--- src/rtl/fpnew_issue_scheduler.sv ---
// fpnew_issue_scheduler: shares one FPU between NumReq requesters.
// Round-robin issue with a grant lock under backpressure, requester index
// used as the FPU tag, tag-based response routing, and per-requester
// outstanding counters that cap in-flight work.
module fpnew_issue_scheduler #(
  parameter int unsigned NumReq         = 4,
  parameter int unsigned ReqWidth       = 256,
  parameter int unsigned RspWidth       = 69,
  parameter int unsigned MaxOutstanding = 4,
  localparam int unsigned IdxWidth      = $clog2(NumReq),
  localparam int unsigned CntWidth      = $clog2(MaxOutstanding + 1)
) (
  input  logic                               clk_i,
  input  logic                               rst_ni,
  input  logic                               flush_i,
  output logic                               flush_o,
  input  logic [NumReq-1:0]                  req_valid_i,
  output logic [NumReq-1:0]                  req_ready_o,
  input  logic [NumReq-1:0][ReqWidth-1:0]    req_data_i,
  output logic                               fpu_in_valid_o,
  input  logic                               fpu_in_ready_i,
  output logic [ReqWidth-1:0]                fpu_req_data_o,
  output logic [IdxWidth-1:0]                fpu_tag_o,
  input  logic                               fpu_out_valid_i,
  output logic                               fpu_out_ready_o,
  input  logic [RspWidth-1:0]                fpu_rsp_data_i,
  input  logic [IdxWidth-1:0]                fpu_tag_i,
  output logic [NumReq-1:0]                  rsp_valid_o,
  input  logic [NumReq-1:0]                  rsp_ready_i,
  output logic [NumReq-1:0][RspWidth-1:0]    rsp_data_o,
  output logic                               busy_o,
  output logic                               err_o
);

  logic [IdxWidth-1:0] r_rr;
  logic                r_lock;
  logic [IdxWidth-1:0] r_lock_idx;
  logic [CntWidth-1:0] r_cnt [NumReq];
  logic                r_err;

  logic [NumReq-1:0]   w_elig;
  logic [NumReq-1:0]   w_inc;
  logic [NumReq-1:0]   w_dec;
  logic                w_any_elig;
  logic                w_rr_found;
  logic [IdxWidth-1:0] w_rr_idx;
  logic [IdxWidth-1:0] w_grant;
  logic [IdxWidth-1:0] w_rsp_idx;
  logic                w_issue;
  logic                w_tag_bad;
  logic                w_rsp_fire;
  logic                w_underflow;

  // (base + off) mod NumReq; both operands are already below NumReq.
  function automatic logic [IdxWidth-1:0] wrap_add(input logic [IdxWidth-1:0] base,
                                                   input int unsigned off);
    int unsigned sum;
    sum = 32'(base) + off;
    if (sum >= NumReq) sum = sum - NumReq;
    return IdxWidth'(sum);
  endfunction

  // Eligibility: request pending and a free outstanding slot.
  always_comb begin
    w_elig = '0;
    for (int i = 0; i < NumReq; i++)
      w_elig[i] = req_valid_i[i] && (r_cnt[i] < CntWidth'(MaxOutstanding));
  end

  // Round-robin search: first eligible index at or after r_rr.
  always_comb begin
    // NOTE: every output of a combinational block gets a default first so
    // that no path leaves it unassigned and infers a latch.
    w_rr_found = 1'b0;
    w_rr_idx   = '0;
    for (int unsigned k = 0; k < NumReq; k++) begin
      if (!w_rr_found && w_elig[wrap_add(r_rr, k)]) begin
        w_rr_found = 1'b1;
        w_rr_idx   = wrap_add(r_rr, k);
      end
    end
  end

  // A stalled grant is re-presented until it handshakes.
  assign w_any_elig     = |w_elig;
  assign w_grant        = (r_lock && w_elig[r_lock_idx]) ? r_lock_idx : w_rr_idx;
  assign w_issue        = w_any_elig && fpu_in_ready_i;
  assign fpu_in_valid_o = w_any_elig;
  assign fpu_tag_o      = w_grant;
  assign fpu_req_data_o = req_data_i[w_grant];
  assign flush_o        = flush_i;

  // Ready goes back only to the granted requester.
  always_comb begin
    req_ready_o = '0;
    if (w_any_elig) req_ready_o[w_grant] = fpu_in_ready_i;
  end

  // Out-of-range tags are drained and dropped rather than routed.
  assign w_tag_bad       = (32'(fpu_tag_i) >= NumReq);
  assign w_rsp_idx       = w_tag_bad ? '0 : fpu_tag_i;
  assign fpu_out_ready_o = w_tag_bad | rsp_ready_i[w_rsp_idx];
  assign w_rsp_fire      = fpu_out_valid_i && fpu_out_ready_o;
  assign w_underflow     = w_rsp_fire && !w_tag_bad && !flush_i &&
                           (r_cnt[w_rsp_idx] == '0);

  // Response fan-out, per-lane counter events and the busy summary.
  always_comb begin
    rsp_valid_o = '0;
    rsp_data_o  = '0;
    w_inc       = '0;
    w_dec       = '0;
    busy_o      = 1'b0;
    for (int i = 0; i < NumReq; i++) begin
      rsp_valid_o[i] = fpu_out_valid_i && !w_tag_bad && (fpu_tag_i == IdxWidth'(i));
      rsp_data_o[i]  = fpu_rsp_data_i;
      w_inc[i]       = w_issue && (w_grant == IdxWidth'(i));
      w_dec[i]       = w_rsp_fire && !w_tag_bad && (w_rsp_idx == IdxWidth'(i)) &&
                       (r_cnt[i] != '0);
      busy_o         = busy_o | (r_cnt[i] != '0);
    end
  end

  assign err_o = r_err;

  // State update: pointer, grant lock, outstanding counters, sticky error.
  always_ff @(posedge clk_i) begin
    // NOTE: sequential state uses non-blocking assignments so every register
    // samples pre-edge values regardless of statement order.
    if (!rst_ni) begin
      r_rr       <= '0;
      r_lock     <= 1'b0;
      r_lock_idx <= '0;
      r_err      <= 1'b0;
      // NOTE: the counter array is a handful of flops, not a RAM, so it is
      // reset explicitly; a real memory would not be.
      for (int i = 0; i < NumReq; i++) r_cnt[i] <= '0;
    end else begin
      if (w_issue) r_rr <= wrap_add(w_grant, 1);
      if ((w_rsp_fire && w_tag_bad) || w_underflow) r_err <= 1'b1;
      if (flush_i) begin
        r_lock <= 1'b0;
        for (int i = 0; i < NumReq; i++) r_cnt[i] <= '0;
      end else begin
        r_lock     <= w_any_elig && !fpu_in_ready_i;
        r_lock_idx <= w_grant;
        for (int i = 0; i < NumReq; i++) begin
          if (w_inc[i] && !w_dec[i])      r_cnt[i] <= r_cnt[i] + CntWidth'(1);
          else if (w_dec[i] && !w_inc[i]) r_cnt[i] <= r_cnt[i] - CntWidth'(1);
        end
      end
    end
  end

endmodule

--- config.mk ---
export PLATFORM = sky130hd
export DESIGN_NAME = fpnew_issue_scheduler
export DESIGN_NICKNAME = d
export VERILOG_FILES = /design/src/rtl/fpnew_issue_scheduler.sv
export SDC_FILE = /design/constraint.sdc
export NUM_CORES = 1
export LEC_CHECK = 0
export BUFFER_PORTS_ARGS = -buffer_cell sky130_fd_sc_hd__clkbuf_2
export CAP_MARGIN = 10
export CORE_AREA = 5 5 637 639
export CTS_BUF_LIST = sky130_fd_sc_hd__clkbuf_4 sky130_fd_sc_hd__clkbuf_8
export DETAILED_ROUTE_END_ITERATION = 16
export DIE_AREA = 0 0 642 644
export SLEW_MARGIN = 20
export SYNTH_ARGS = -nofsm -noshare
export SYNTH_HDL_FRONTEND = slang
export SYNTH_SLANG_ARGS = --single-unit
--- constraint.sdc ---
create_clock -name clk_i -period 9.65 [get_ports clk_i]
set_input_delay 1.93 -clock clk_i [delete_from_list [all_inputs] [get_ports clk_i]]
set_output_delay 1.93 -clock clk_i [all_outputs]
set_load 0.02 [all_outputs]
==> impl_metrics.env <==
export IMPL_finalHoldViolCount=0
export IMPL_ys_seq_area_share_pct=3.30
export IMPL_synth_edf_count=12
export IMPL_cts_tree="yes"
export IMPL_dr_pass1_iters=5
export IMPL_antenna_found_initial=576
export IMPL_timing_reg2reg_setup_slack_ns=4.81
export IMPL_synthAdderAreaFrac_pct=1.25
export IMPL_route_met2_wl_um=180000
export IMPL_path_cells="clkbuf_2 -> nor3b_1 -> o211a_4 -> buf_12 -> buf_4 -> and2_1 -> a221oi_2 -> mux2i_1 -> clkbuf_2"
export IMPL_drc=0
export IMPL_gp_congestion=0.936
export IMPL_muxShareOfSynthArea_pct=35.6
export IMPL_core_area_um2=399000
export IMPL_place_area_um2=25000
export IMPL_r2r_end="r_cnt[3][2]$_SDFFCE_PN0P_"
export IMPL_die_h_um=644
export IMPL_cts_hold_buf=0
export IMPL_final_period_utilization_pct=80.8
export IMPL_routed_wire_length_per_instance_um=44.6
export IMPL_setup_violations=0
export IMPL_syn_to_final_growth_pct=74.2
export IMPL_cp_depth=9
export IMPL_relSlewSlack_pct=23.5
export IMPL_grt_max_degree=120
export IMPL_vias_per_cell=2.58
export IMPL_overflow=0
export IMPL_m1WireLength_um=103000
export IMPL_cts_root_buffer="clkbuf_8"
export IMPL_critical_path_startpoint="req_valid_i[2]"
export IMPL_synth_async_sr_flop_share_pct=0
export IMPL_worst_slack_ns=1.85
export IMPL_dp_slack_ns=1.78
export IMPL_path_common_cell="clkbuf_2"
export IMPL_synth_nets=2740
export IMPL_final_area_um2=25400
export IMPL_worstPathArrival_ns=5.87
export IMPL_ys_flop_type="edfxtp_1"
export IMPL_ir_worst_vdd_mv=0.0611
export IMPL_synth_area_leader_cell="mux2i_1"
export IMPL_p_leak_nw=11.5
export IMPL_postCtsSetupBuffers=0
export IMPL_met3_length_um=56200
export IMPL_status="completed"
export IMPL_critPathMaxFanout=106
export IMPL_ctsHtreeMaxLevel=1
export IMPL_vias=20500
export IMPL_crit_family="buffers and inverters"
export IMPL_antenna_left=0
export IMPL_syn_avg_cell_area_um2=9.01
export IMPL_path_class="in2out"
export IMPL_synth_area_um2=14600
export IMPL_ys_seq_elements=18
export IMPL_cap_viol_max_count=0
export IMPL_cp_slowest_stage_delay_ns=0.91
export IMPL_fmax_ghz=0.128
export IMPL_hpwl_um=339000
export IMPL_start_kind="input pin"
export IMPL_cp_slowest_cell="buf_4"
export IMPL_synth_top_family_by_area="multiplexers"
export IMPL_fp_row_count=232
export IMPL_grt_pass1_wl_um=395000
export IMPL_reg2reg_from="r_cnt[2][2]$_DFFE_PP_"
export IMPL_r2r_cells=13
export IMPL_ys_types=58
export IMPL_cts_buffers=3
export IMPL_syn_inst=1618
export IMPL_drt_iter0_markers=1941
export IMPL_synth_top_area_share_pct=35.4
export IMPL_drv_slew=0
export IMPL_port_buffers=1309
export IMPL_cp_buffers_inverters=4
export IMPL_cp_endpoint="fpu_req_data_o[84]"
export IMPL_utilization_pct=6.37
export IMPL_die_area_um2=413000
export IMPL_synth_compound_area_share_pct=23.7
export IMPL_fin_tns_setup_ns=0
export IMPL_synth_xor_xnor_area_share_pct=0.180
export IMPL_wl_um=354000
export IMPL_fin_skew_ns=0.00492
export IMPL_initial_utilization_pct=3.66
export IMPL_hold_class="reg2reg"
export IMPL_required_ns=7.72
export IMPL_period_needed_ns=7.80
export IMPL_top_layer_used="met5"
export IMPL_dp_cells=7802
export IMPL_globalRouteTotalUtil_pct=16.3
export IMPL_clk_latency_ns=0.26
export IMPL_ys_warn_count=0
export IMPL_drive_gt1_share_pct=59.1
export IMPL_cts_resized_gates=0
export IMPL_power_mw=2.81
export IMPL_first_global_vias=18100
export IMPL_worstMarginPinSlew_ns=1.15
export IMPL_instances_no_fill=7946
export IMPL_ios=1655
export IMPL_clock_sinks=18
export IMPL_rsz0062_at_grt="no"
export IMPL_power_per_cell_area_nw_per_um2=111
export IMPL_nets=3664
export IMPL_die_x_um=642
export IMPL_synthSimpleGateAreaFrac_pct=13.9
export IMPL_clockBufferDepth=2
export IMPL_yosys_top_cells_area="mux2i_1 (35%), buf_4 (16%), a221oi_2 (15%), and2_1 (11%), a221oi_1 (7.0%)"
export IMPL_clk_pin_slew_ns=0.06
export IMPL_cp_end_kind="output pin"
export IMPL_finalHoldWorstSlack_ns=0.489
placed cells by master, fill, tap and decap left out, drive strengths merged, types with 2 or more instances in the layout:
master	synthesis	routed
a31oi	2	2
o21ai	3	3
nand2	8	8
or3b	2	2
nor2b	5	5
nor3	4	4
a21oi	10	10
a22oi	2	2
clkbuf	41	1313
and2	260	260
dfxtp	6	6
a211oi	7	7
nor2	18	18
mux2i	516	516
a221oi	258	258
o31ai	2	2
ha	13	13
buf	383	34
xor2	2	2
nor4	2	2
diode	0	140
a311oi	3	3
nand3	4	4
edfxtp	12	12
nand2b	6	6
nand3b	3	3
inv	18	18
nor3b	4	4
and3b	3	3
and3	5	5
registers in the layout, indices dropped and copies added (netlist names):
| register | cells |
|---|---|
| r_rr | 2 |
| r_lock | 1 |
| err_o | 1 |
| r_lock_idx | 2 |
| r_cnt | 12 |
power by group:
group | switching, mW | total [mW] | internal [mW]
Clock | 0.0259 | 0.0581 | 0.0322
Combinational | 1.77 | 2.65 | 0.882
Sequential | 0.00965 | 0.0995 | 0.0898
worst reg2reg max path: cells and delay by family, from the launching register on:
| family | cells | cell delay, ns |
|---|---|---|
| compound gates | 4 | 1.70 |
| buf+inv | 2 | 0.68 |
| fa+ha+maj | 2 | 0.66 |
| simple gates | 3 | 0.58 |
| flops | 1 | 0.56 |
| mux | 1 | 0.20 |
| xor+xnor | 1 | 0.18 |
synthesized netlist by cell type, types with 2 or more instances:
cell and instances:
mux2i_1 516, buf_4 308, and2_1 260, a221oi_2 141
a221oi_1 117, buf_6 45, clkbuf_1 36, buf_2 28
inv_1 18, nor2_1 18, ha_1 13, edfxtp_1 12
a21oi_1 8, nand2_1 8, a211oi_1 6, dfxtp_1 6
nand2b_1 6, and3_1 5, clkbuf_4 5, nand3_1 4
nor2b_1 4, nor3_1 4, and3b_1 3, nand3b_1 3
nor3b_1 3, o21ai_0 3, a22oi_1 2, a311oi_1 2
a31oi_1 2, o31ai_1 2, or3b_1 2, xor2_1 2
cell families after synthesis:
group	Yosys count
muxes	517
and+or+nand+nor	328
DFF	18
buffers and inverters	442
AOI/OAI and AO/OA	296
xor gates and xnor gates	3
adders and majority gates	14
cell type report:
type,count,area (um2)
clock buffers,4,48.8
repair buffers,1343,6960
fillers,47200,373000
well taps,5265,6590
inverters,18,67.6
multi-input cells,1158,10900
flip-flops and latches,18,480
diodes,140,350
per-layer routing:
metal / global-route usage, % / up-vias
li1: - / 7913
met1: 13.8 / 9087
met2: 30.2 / 2212
met3: 12.0 / 1033
met4: 3.73 / 280
met5: 0.0578 / -
worst min-delay path by stage:
stage,cells past startpoint,startpoint,endpoint
detailed placement,2,err_o$_SDFFE_PN0P_,err_o$_SDFFE_PN0P_
global placement,2,err_o$_SDFFE_PN0P_,err_o$_SDFFE_PN0P_
floorplan,2,r_rr[1]$_SDFFE_PN0P_,r_rr[1]$_SDFFE_PN0P_
global route,2,err_o$_SDFFE_PN0P_,err_o$_SDFFE_PN0P_
CTS,2,err_o$_SDFFE_PN0P_,err_o$_SDFFE_PN0P_
finish,2,err_o$_SDFFE_PN0P_,err_o$_SDFFE_PN0P_
Power figures use the tool's default switching activity.
